==> config.mk <==
export PLATFORM = sky130hd
export DESIGN_NAME = vdic_serial_rx
export DESIGN_NICKNAME = d
export VERILOG_FILES = /design/src/rtl/vdic_serial_rx.sv
export SDC_FILE = /design/constraint.sdc
export NUM_CORES = 1
export LEC_CHECK = 0
export ABC_CLOCK_PERIOD_IN_PS = 2700
export CAP_MARGIN = 20
export CORE_ASPECT_RATIO = 1.1
export CORE_MARGIN = 2
export CORE_UTILIZATION = 55
export DETAILED_ROUTE_END_ITERATION = 6
export GPL_TIMING_DRIVEN = 1
export PLACE_DENSITY = 0.88
export SYNTH_ARGS = -nofsm -noshare
export SYNTH_HDL_FRONTEND = slang
export SYNTH_SLANG_ARGS = --single-unit
==> constraint.sdc <==
create_clock -name clk -period 2.7 [get_ports clk]
set_input_delay 0.27 -clock clk [delete_from_list [all_inputs] [get_ports clk]]
set_output_delay 0.27 -clock clk [all_outputs]
set_load 0.03 [all_outputs]
==> src/rtl/vdic_serial_rx.sv <==
// Serial frame receiver for the VDIC DUT input port.
// Deserializes 10-bit words (flag, 8 payload bits MSB first, parity) from din
// while enable_n is low. It collects up to MAX_DATA data bytes plus the closing
// command byte, then publishes the whole frame through a valid/ready handshake.
module vdic_serial_rx #(
    parameter int MAX_DATA = 8,
    parameter int CW       = $clog2(MAX_DATA + 1)
) (
    input  logic                    clk,
    input  logic                    rst_n,
    input  logic                    enable_n,
    input  logic                    din,
    output logic                    frame_valid,
    input  logic                    frame_ready,
    output logic [7:0]              cmd,
    output logic [8*MAX_DATA-1:0]   data,
    output logic [CW-1:0]           n_data,
    output logic                    parity_err,
    output logic                    overflow_err,
    output logic                    frame_err
);

    typedef enum logic [0:0] {
        IDLE  = 1'b0,
        SHIFT = 1'b1
    } state_t;

    // Parity over the 8 payload bits only; the flag bit is not covered.
    function automatic logic payload_parity(input logic [7:0] v);
        return ^v;
    endfunction

    // Write one byte into the working buffer at the given index.
    function automatic logic [8*MAX_DATA-1:0] insert_byte(
        input logic [8*MAX_DATA-1:0] buf_in,
        input logic [CW-1:0]         idx,
        input logic [7:0]            b
    );
        logic [8*MAX_DATA-1:0] r;
        r = buf_in;
        for (int i = 0; i < MAX_DATA; i++) begin
            if (CW'(i) == idx) begin
                r[8*i +: 8] = b;
            end
        end
        return r;
    endfunction

    state_t                  state;
    logic [3:0]              bit_cnt;
    logic [8:0]              shreg;
    logic [8*MAX_DATA-1:0]   buf_data;
    logic [CW-1:0]           buf_n;
    logic                    buf_perr;
    logic                    buf_ovf;

    logic [9:0]              word_s;
    logic                    flag_s;
    logic [7:0]              payload_s;
    logic                    perr_s;
    logic                    buf_full_s;

    // Assemble the word as it would look with the current din as its parity bit.
    always_comb begin
        word_s     = {shreg, din};
        flag_s     = word_s[9];
        payload_s  = word_s[8:1];
        perr_s     = (payload_parity(payload_s) != word_s[0]);
        buf_full_s = (buf_n == CW'(MAX_DATA));
    end

    // Receive FSM: bit shifting, word evaluation, working buffer and published outputs.
    always_ff @(posedge clk or negedge rst_n) begin
        if (!rst_n) begin
            state        <= IDLE;
            bit_cnt      <= 4'd0;
            shreg        <= 9'd0;
            buf_data     <= '0;
            buf_n        <= '0;
            buf_perr     <= 1'b0;
            buf_ovf      <= 1'b0;
            frame_valid  <= 1'b0;
            cmd          <= 8'd0;
            data         <= '0;
            n_data       <= '0;
            parity_err   <= 1'b0;
            overflow_err <= 1'b0;
            frame_err    <= 1'b0;
        end else begin
            // A transfer retires the frame unless a new one is published below.
            if (frame_valid && frame_ready) begin
                frame_valid <= 1'b0;
            end
            case (state)
                IDLE: begin
                    if (!enable_n) begin
                        shreg    <= {8'd0, din};
                        bit_cnt  <= 4'd1;
                        buf_data <= '0;
                        buf_n    <= '0;
                        buf_perr <= 1'b0;
                        buf_ovf  <= 1'b0;
                        state    <= SHIFT;
                    end
                end
                SHIFT: begin
                    if (enable_n) begin
                        // Mid-word drop, or boundary after data words with no command.
                        frame_valid  <= 1'b1;
                        cmd          <= 8'd0;
                        data         <= buf_data;
                        n_data       <= buf_n;
                        parity_err   <= buf_perr;
                        overflow_err <= buf_ovf;
                        frame_err    <= 1'b1;
                        bit_cnt      <= 4'd0;
                        state        <= IDLE;
                    end else if (bit_cnt == 4'd9) begin
                        bit_cnt <= 4'd0;
                        if (!flag_s) begin
                            if (perr_s) begin
                                buf_perr <= 1'b1;
                            end
                            if (buf_full_s) begin
                                buf_ovf <= 1'b1;
                            end else begin
                                buf_data <= insert_byte(buf_data, buf_n, payload_s);
                                buf_n    <= buf_n + CW'(1);
                            end
                        end else begin
                            // Command word closes the frame; next low enable_n starts a new one.
                            frame_valid  <= 1'b1;
                            cmd          <= payload_s;
                            data         <= buf_data;
                            n_data       <= buf_n;
                            parity_err   <= buf_perr | perr_s;
                            overflow_err <= buf_ovf;
                            frame_err    <= 1'b0;
                            state        <= IDLE;
                        end
                    end else begin
                        shreg   <= {shreg[7:0], din};
                        bit_cnt <= bit_cnt + 4'd1;
                    end
                end
                default: begin
                    state   <= IDLE;
                    bit_cnt <= 4'd0;
                end
            endcase
        end
    end

endmodule

==> flow_summary_export.csv, run 1 <==
group,metric,value,unit
synth,ys.warnings.count,0,
hold_path,hold_class,"in2async",
setup_path,crit_fanout,8,
die,rows,42,
layout,drive_gt1_share,29.1,%
timing,relSlewSlack,52.3,%
layout,fill_cells,765,
synth,syn_nets,487,
clocking,cts_tree,"built",
setup_path,critPathCaptureType,"register",
synth,async_flop_share,100,%
setup_path,crit_type,"reg2reg",
timing,maxSlewViolCount,0,
die,die_w,109,um
clocking,clk_pin_slew,0.07,ns
layout,final_util,69.2,%
pwr,p_sw_share,26.2,%
route,vias,4075,
die,initial_utilization,55.6,%
timing,rsz0062_at_grt,"no",
global_route,grt-ovfl-total,0,
placed_design,io_buffers,84,
timing,fmax,0.440,GHz
synth,synthTopCellsByArea,"dfrtp_1 (62%), mux2_2 (19%), a22o_1 (2.4%), o21ai_0 (2.0%), nand3_1 (1.7%)",
global_route,track_usage,23.7,%
route,final_antenna_net_count,0,
run,maxCapViolCount,0,
route,wirelength,14200,um
pwr,p_sw,1.53,mW
pwr,power_density,708,nW/um^2
die,die_h,119,um
synth,synth_top_area_cell,"dfrtp_1",
synth,synth.cell_area,6640,sq um
layout,antenna_cells,0,
timing,fin_skew,0.00543,ns
die,core_area,11900,sq um
layout,areaGrowthSynthToFinish,24.4,%
global_route,antenna_found_initial,0,
synth,synth_top_area_share,61.8,%
die,ios,85,
pwr,power_frac_comb,12.1,%
timing,fin_setup_tns,0,ns
timing,tightest_slew,0.697,ns
run_status,status,"finished clean",
die,dieArea,13000,sq um
global_route,grt_start_max_net_pins,65,
route,drc,0,
synth,ys_ff_latch,164,
setup_path,crit_chain,"inv_1 -> ha_1 -> and4b_4 -> a211oi_4 -> nand2_4 -> mux2_1",
clocking,cts_setup_buffers,0,
clocking,clk_latency,0.42,ns
setup_path,critPathLaunchType,"register",
clocking,root_buffer,"clkbuf_16",
pwr,p_leak,3.95,nW
clocking,clock_sinks,164,
setup_path,cp_slowest_cell,"a211oi_4",
pwr,power_frac_seq,46.2,%
route,first_pass_iters,4,
global_route,grt_pass1_vias,4301,
setup_path,crit_arrival,2.57,ns
pwr,p_int,4.31,mW
synth,ys_types,43,
pwr,peakVddDrop,431,uV
synth,synth_ff_type,"dfrtp_1",
timing,min_period,2.27,ns
clocking,cts_buffer_depth,2,
clocking,ctsHoldBuffers,1,
setup_path,crit_required,3.00,ns
placed_design,place.gp.congestion,0.847,
clocking,cts_resized,0,
timing,period_share,84.1,%
timing,setup_violations,0,
route,drt-initial-drc-count,296,
setup_path,critical-path-max-stage-delay,0.56,ns
placed_design,hpwl,9280,um
clocking,cts_htree_levels,4,
synth,synthCells,476,
pwr,clockPowerShare,41.7,%
synth,synth_edf_count,0,
route,viasPerCell,5.62,
layout,finalNetCount,569,
synth,synth-seq-area-share,61.8,%
route,avgRoutedWirePerCell,19.6,um
timing,hold_viol,0,
clocking,cts_buffers,17,
synth,avgSynthCellArea,13.9,sq um
global_route,grt_pass1_wl,23000,um
-- cell usage in the layout, fill, tap and decap left out, types with 2 or more instances in the layout --
master and instances:
a21oi_1 2, a22o_1 18, and2_0 2, and2_1 8
buf_12 2, buf_4 7, bufinv_16 2, clkbuf_16 17
clkdlybuf4s50_1 83, clkinvlp_4 3, dfrtp_1 164, ha_1 6
inv_1 11, inv_6 8, mux2_1 4, mux2_2 112
mux2i_1 3, nand2_1 25, nand2_4 4, nand3_1 23
nor2_1 6, o21ai_0 25, o31ai_1 3, xnor2_1 6
-- layout make-up --
class                   instances  area [sq um]  share of cell area (%)
clock buffers                  18           439                    5.32
clock inverters                14           164                    1.99
inverters                      11          41.3                   0.500
multi-input cells             270          2370                    28.7
flip-flops and latches        164          4100                    49.7
well taps                     154           193                    2.33
repair buffers                 94           945                    11.4
-- flip-flops by register name, indices dropped and copies added (netlist names), 4 cells and up --
signal and cells:
buf_data 64, n_data 4, bit_cnt 4, data 64
cmd 8, buf_n 4, shreg 9
-- synth_stat cells (3+ instances only) --
cell type	number
mux2_2	112
a22o_1	18
ha_1	6
nand3_1	23
o21ai_0	26
mux2_1	4
nor2_1	6
buf_2	12
nand2_1	25
o31ai_1	3
dfrtp_1	164
and2_1	8
inv_1	11
xnor2_1	6
mux2i_1	3
nand2_4	4
clkbuf_1	17
-- metal layers --
layer  vias to the layer above  global-route usage (%)  share of wire [%]
met5                         -                       0                  0
met2                       127                    38.2                 52
met1                      2089                    31.2                 41
li1                       1835                       -                  -
met4                         0                    8.73                2.1
met3                        24                    5.80                4.8
-- stage by stage --
step	std cells	worst slack (ns)	total power [mW]	area, sq um	hold slack, ns
global route	725	0.332	6.06	8250	0.407
floorplan	476	0.758	3.13	6640	-0.0256
detailed placement	692	0.384	3.44	7640	0.290
finish	725	0.428	5.85	8250	0.397
CTS	725	0.450	5.88	8250	0.389
global placement	692	0.490	3.41	7640	0.279
-- logic make-up after synthesis --
logic type / synth area share, %
AO/OA/AOI/OAI: 5.92
XOR/XNOR: 1.26
buffers and inverters: 2.66
adder cells (fa/ha/maj): 1.13
flip-flops: 61.8
multiplexers: 20.1
AND/OR/NAND/NOR: 7.05
-- critical path, delay by kind of cell (launching register included) --
family / cells / cell delay (ns)
multiplexers: 1 / 0.37
AO/OA/AOI/OAI: 1 / 0.56
AND/OR/NAND/NOR: 2 / 0.43
buffers and inverters: 1 / 0.14
flip-flops: 1 / 0.42
adder cells (fa/ha/maj): 1 / 0.25
-- power groups by stage --
stage | combinational [mW] | clock, mW | sequential [mW]
global route | 0.753 | 2.59 | 2.71
floorplan | 0.278 | 0 | 2.86
finish | 0.705 | 2.44 | 2.70
global placement | 0.674 | 0 | 2.73
detailed placement | 0.696 | 0 | 2.74
CTS | 0.711 | 2.47 | 2.70
-- path summary, 6_finish.rpt --
kind | to | startpoint | slack, ns | cells past startpoint
hold reg to reg | n_data[0] | n_data[0] | 0.50 | 2
setup reg to reg | buf_data[13] | buf_n[0] | 0.43 | 6
setup / recovery | buf_data[13] | buf_n[0] | 0.43 | 6
hold / removal | buf_data[54] | rst_n | 0.40 | 2
min in group clk | frame_valid | frame_ready | 0.40 | 2
max in group asynchronous | data[17] | rst_n | 1.57 | 3
Power figures use the tool's default switching activity.
==> run 2: changes to the inputs <==
Settings changed: ABC_CLOCK_PERIOD_IN_PS 2700 to 2400.
Clock period 2.7 ns to 2.4 ns, I/O delays scaled along.
==> run 2 against run 1 <==
Net effect: maximum frequency up 1.8%; design area grew 1.0%; die area unchanged; register-to-register slack lost 0.26 ns; clock-buffer cell count rose by 7; wire length up 5.0%; global-route usage up 1.2 points; critical endpoint is now buf_data[0]; highest routed layer unchanged.
==> flow_summary_export.csv, run 2 (same netlist as run 1, synthesis figures left out) <==
group,metric,value,unit
clocking,clk_pin_slew,0.06,ns
global_route,grt_pass1_vias,4591,
timing,final.setup.worst_slack,0.168,ns
setup_path,critical-path-max-stage-delay,0.42,ns
layout,drive_gt1_share,29.0,%
global_route,grt-ovfl-total,0,
hold_path,hold_class,"in2reg",
setup_path,crit_type,"reg2reg",
timing,period_share,93.0,%
die,rows,42,
die,core_area,11900,sq um
setup_path,crit_chain,"inv_1 -> ha_1 -> nand4bb_4 -> a21oi_1 -> nand2_1 -> mux2_2",
die,die_h,119,um
clocking,cts_htree_levels,4,
die,dieArea,13000,sq um
layout,finalNetCount,574,
timing,relSlewSlack,52.2,%
die,ios,85,
layout,final_cell_mix,"dfrtp_1 (164), mux2_2 (112), clkdlybuf4s50_1 (83), o21ai_0 (25), nand2_1 (25)",
run_status,status,"finished clean",
placed_design,io_buffers,84,
route,drc,0,
global_route,grt_pass1_wl,24200,um
global_route,grt_start_max_net_pins,77,
setup_path,critPathLaunchType,"register",
layout,antenna_cells,0,
timing,maxSlewViolCount,0,
timing,min_period,2.23,ns
layout,final_util,69.9,%
die,initial_utilization,55.6,%
setup_path,cp_slowest_cell,"dfrtp_1",
pwr,p_leak,3.99,nW
pwr,power_density,812,nW/um^2
timing,hold_viol,0,
timing,fmax,0.448,GHz
route,drt-initial-drc-count,298,
timing,setup_violations,0,
clocking,cts_tree,"built",
clocking,cts_setup_buffers,0,
die,die_w,109,um
route,avgRoutedWirePerCell,20.4,um
run,maxCapViolCount,0,
route,first_pass_iters,4,
clocking,cts_buffers,17,
timing,fin_skew,0.0151,ns
clocking,clk_latency,0.43,ns
placed_design,place.gp.congestion,0.822,
setup_path,crit_arrival,2.53,ns
placed_design,dp_slack,0.199,ns
timing,tightest_slew,0.717,ns
pwr,peakVddDrop,514,uV
timing,fin_setup_tns,0,ns
clocking,cts_buffer_depth,2,
setup_path,critPathCaptureType,"register",
layout,fill_cells,773,
global_route,track_usage,24.9,%
clocking,root_buffer,"clkbuf_16",
layout,final_common_cell,"dfrtp_1",
route,vias,4224,
global_route,antenna_found_initial,0,
clocking,clock_sinks,164,
route,wirelength,14900,um
layout,areaGrowthSynthToFinish,25.7,%
timing,rsz0062_at_grt,"no",
setup_path,crit_fanout,8,
route,viasPerCell,5.79,
route,final_antenna_net_count,0,
layout,largestRegisters,"buf_data x64, data x64, shreg x9",
placed_design,hpwl,9620,um
setup_path,crit_required,2.70,ns
-- run 2: changes by cell type in the layout (fill, tap and decap cells not counted), sizes merged --
| cell | delta |
|---|---|
| buf | +5 |
| clkinv | +1 |
| clkbuf | +7 |
| clkinvlp | -1 |
| bufinv | +2 |
| inv | -9 |
-- run 2: per-layer routing --
layer	vias up	share of wire (%)	track usage, %
met5	-	0	0
met4	0	1.9	11.2
met3	22	6.3	7.22
met2	147	53	40.5
met1	2202	39	30.8
li1	1853	-	-
-- run 2: repair_timing --
action,4_1_cts,5_1_grt
hold buffers,1,0
endpoints found under the hold margin,74,0
resized for setup,0,0
-- run 2: path summary, 6_finish.rpt --
path,cells past startpoint,to,slack [ns],startpoint
max in group asynchronous,3,data[10],1.23,rst_n
min in group asynchronous,2,data[51],0.42,rst_n
setup / recovery,6,buf_data[0],0.17,bit_cnt[1]
setup reg to reg,6,buf_data[0],0.17,bit_cnt[1]
hold reg to reg,1,data[52],0.50,data[52]
hold / removal,2,frame_valid,0.37,frame_ready
-- run 2: through the flow --
stage	instances	power [mW]	instance area [sq um]	hold WS, ns
2_1_floorplan	476	3.53	6640	-0.0556
3_3_place_gp	697	3.84	7690	0.313
3_5_place_dp	697	3.88	7690	0.323
4_1_cts	730	6.79	8340	0.366
5_1_grt	730	6.99	8340	0.407
6_report	730	6.77	8340	0.367
-- run 2: power breakdown --
group          leakage [nW]  internal (mW)  switching, mW
Combinational          1.44          0.341          0.471
Sequential             2.25           2.92          0.110
Clock                 0.304           1.86           1.07
-- run 2: cell type report --
| class | count | area (sq um) | area share [%] |
|---|---|---|---|
| clock inverter | 7 | 144 | 1.73 |
| tap | 154 | 193 | 2.31 |
| timing repair buffer | 99 | 995 | 11.9 |
| inverter | 11 | 41.3 | 0.495 |
| sequential | 164 | 4100 | 49.2 |
| multi-input combinational | 270 | 2370 | 28.4 |
| clock buffer | 25 | 495 | 5.94 |
-- run 2: worst max-delay path, delay by kind of cell, from the launching register on --
kind	cells	cell delay, ns
DFF	1	0.42
buffers and inverters	1	0.07
adders and majority gates	1	0.22
muxes	1	0.40
AOI/OAI and AO/OA	1	0.42
and+or+nand+nor	2	0.56
==> run 3: changes to the inputs <==
Settings changed: CAP_MARGIN 20 to 5.
==> results of run 3 <==
No change in the layout: final DEF, timing and power equal those of run 2.
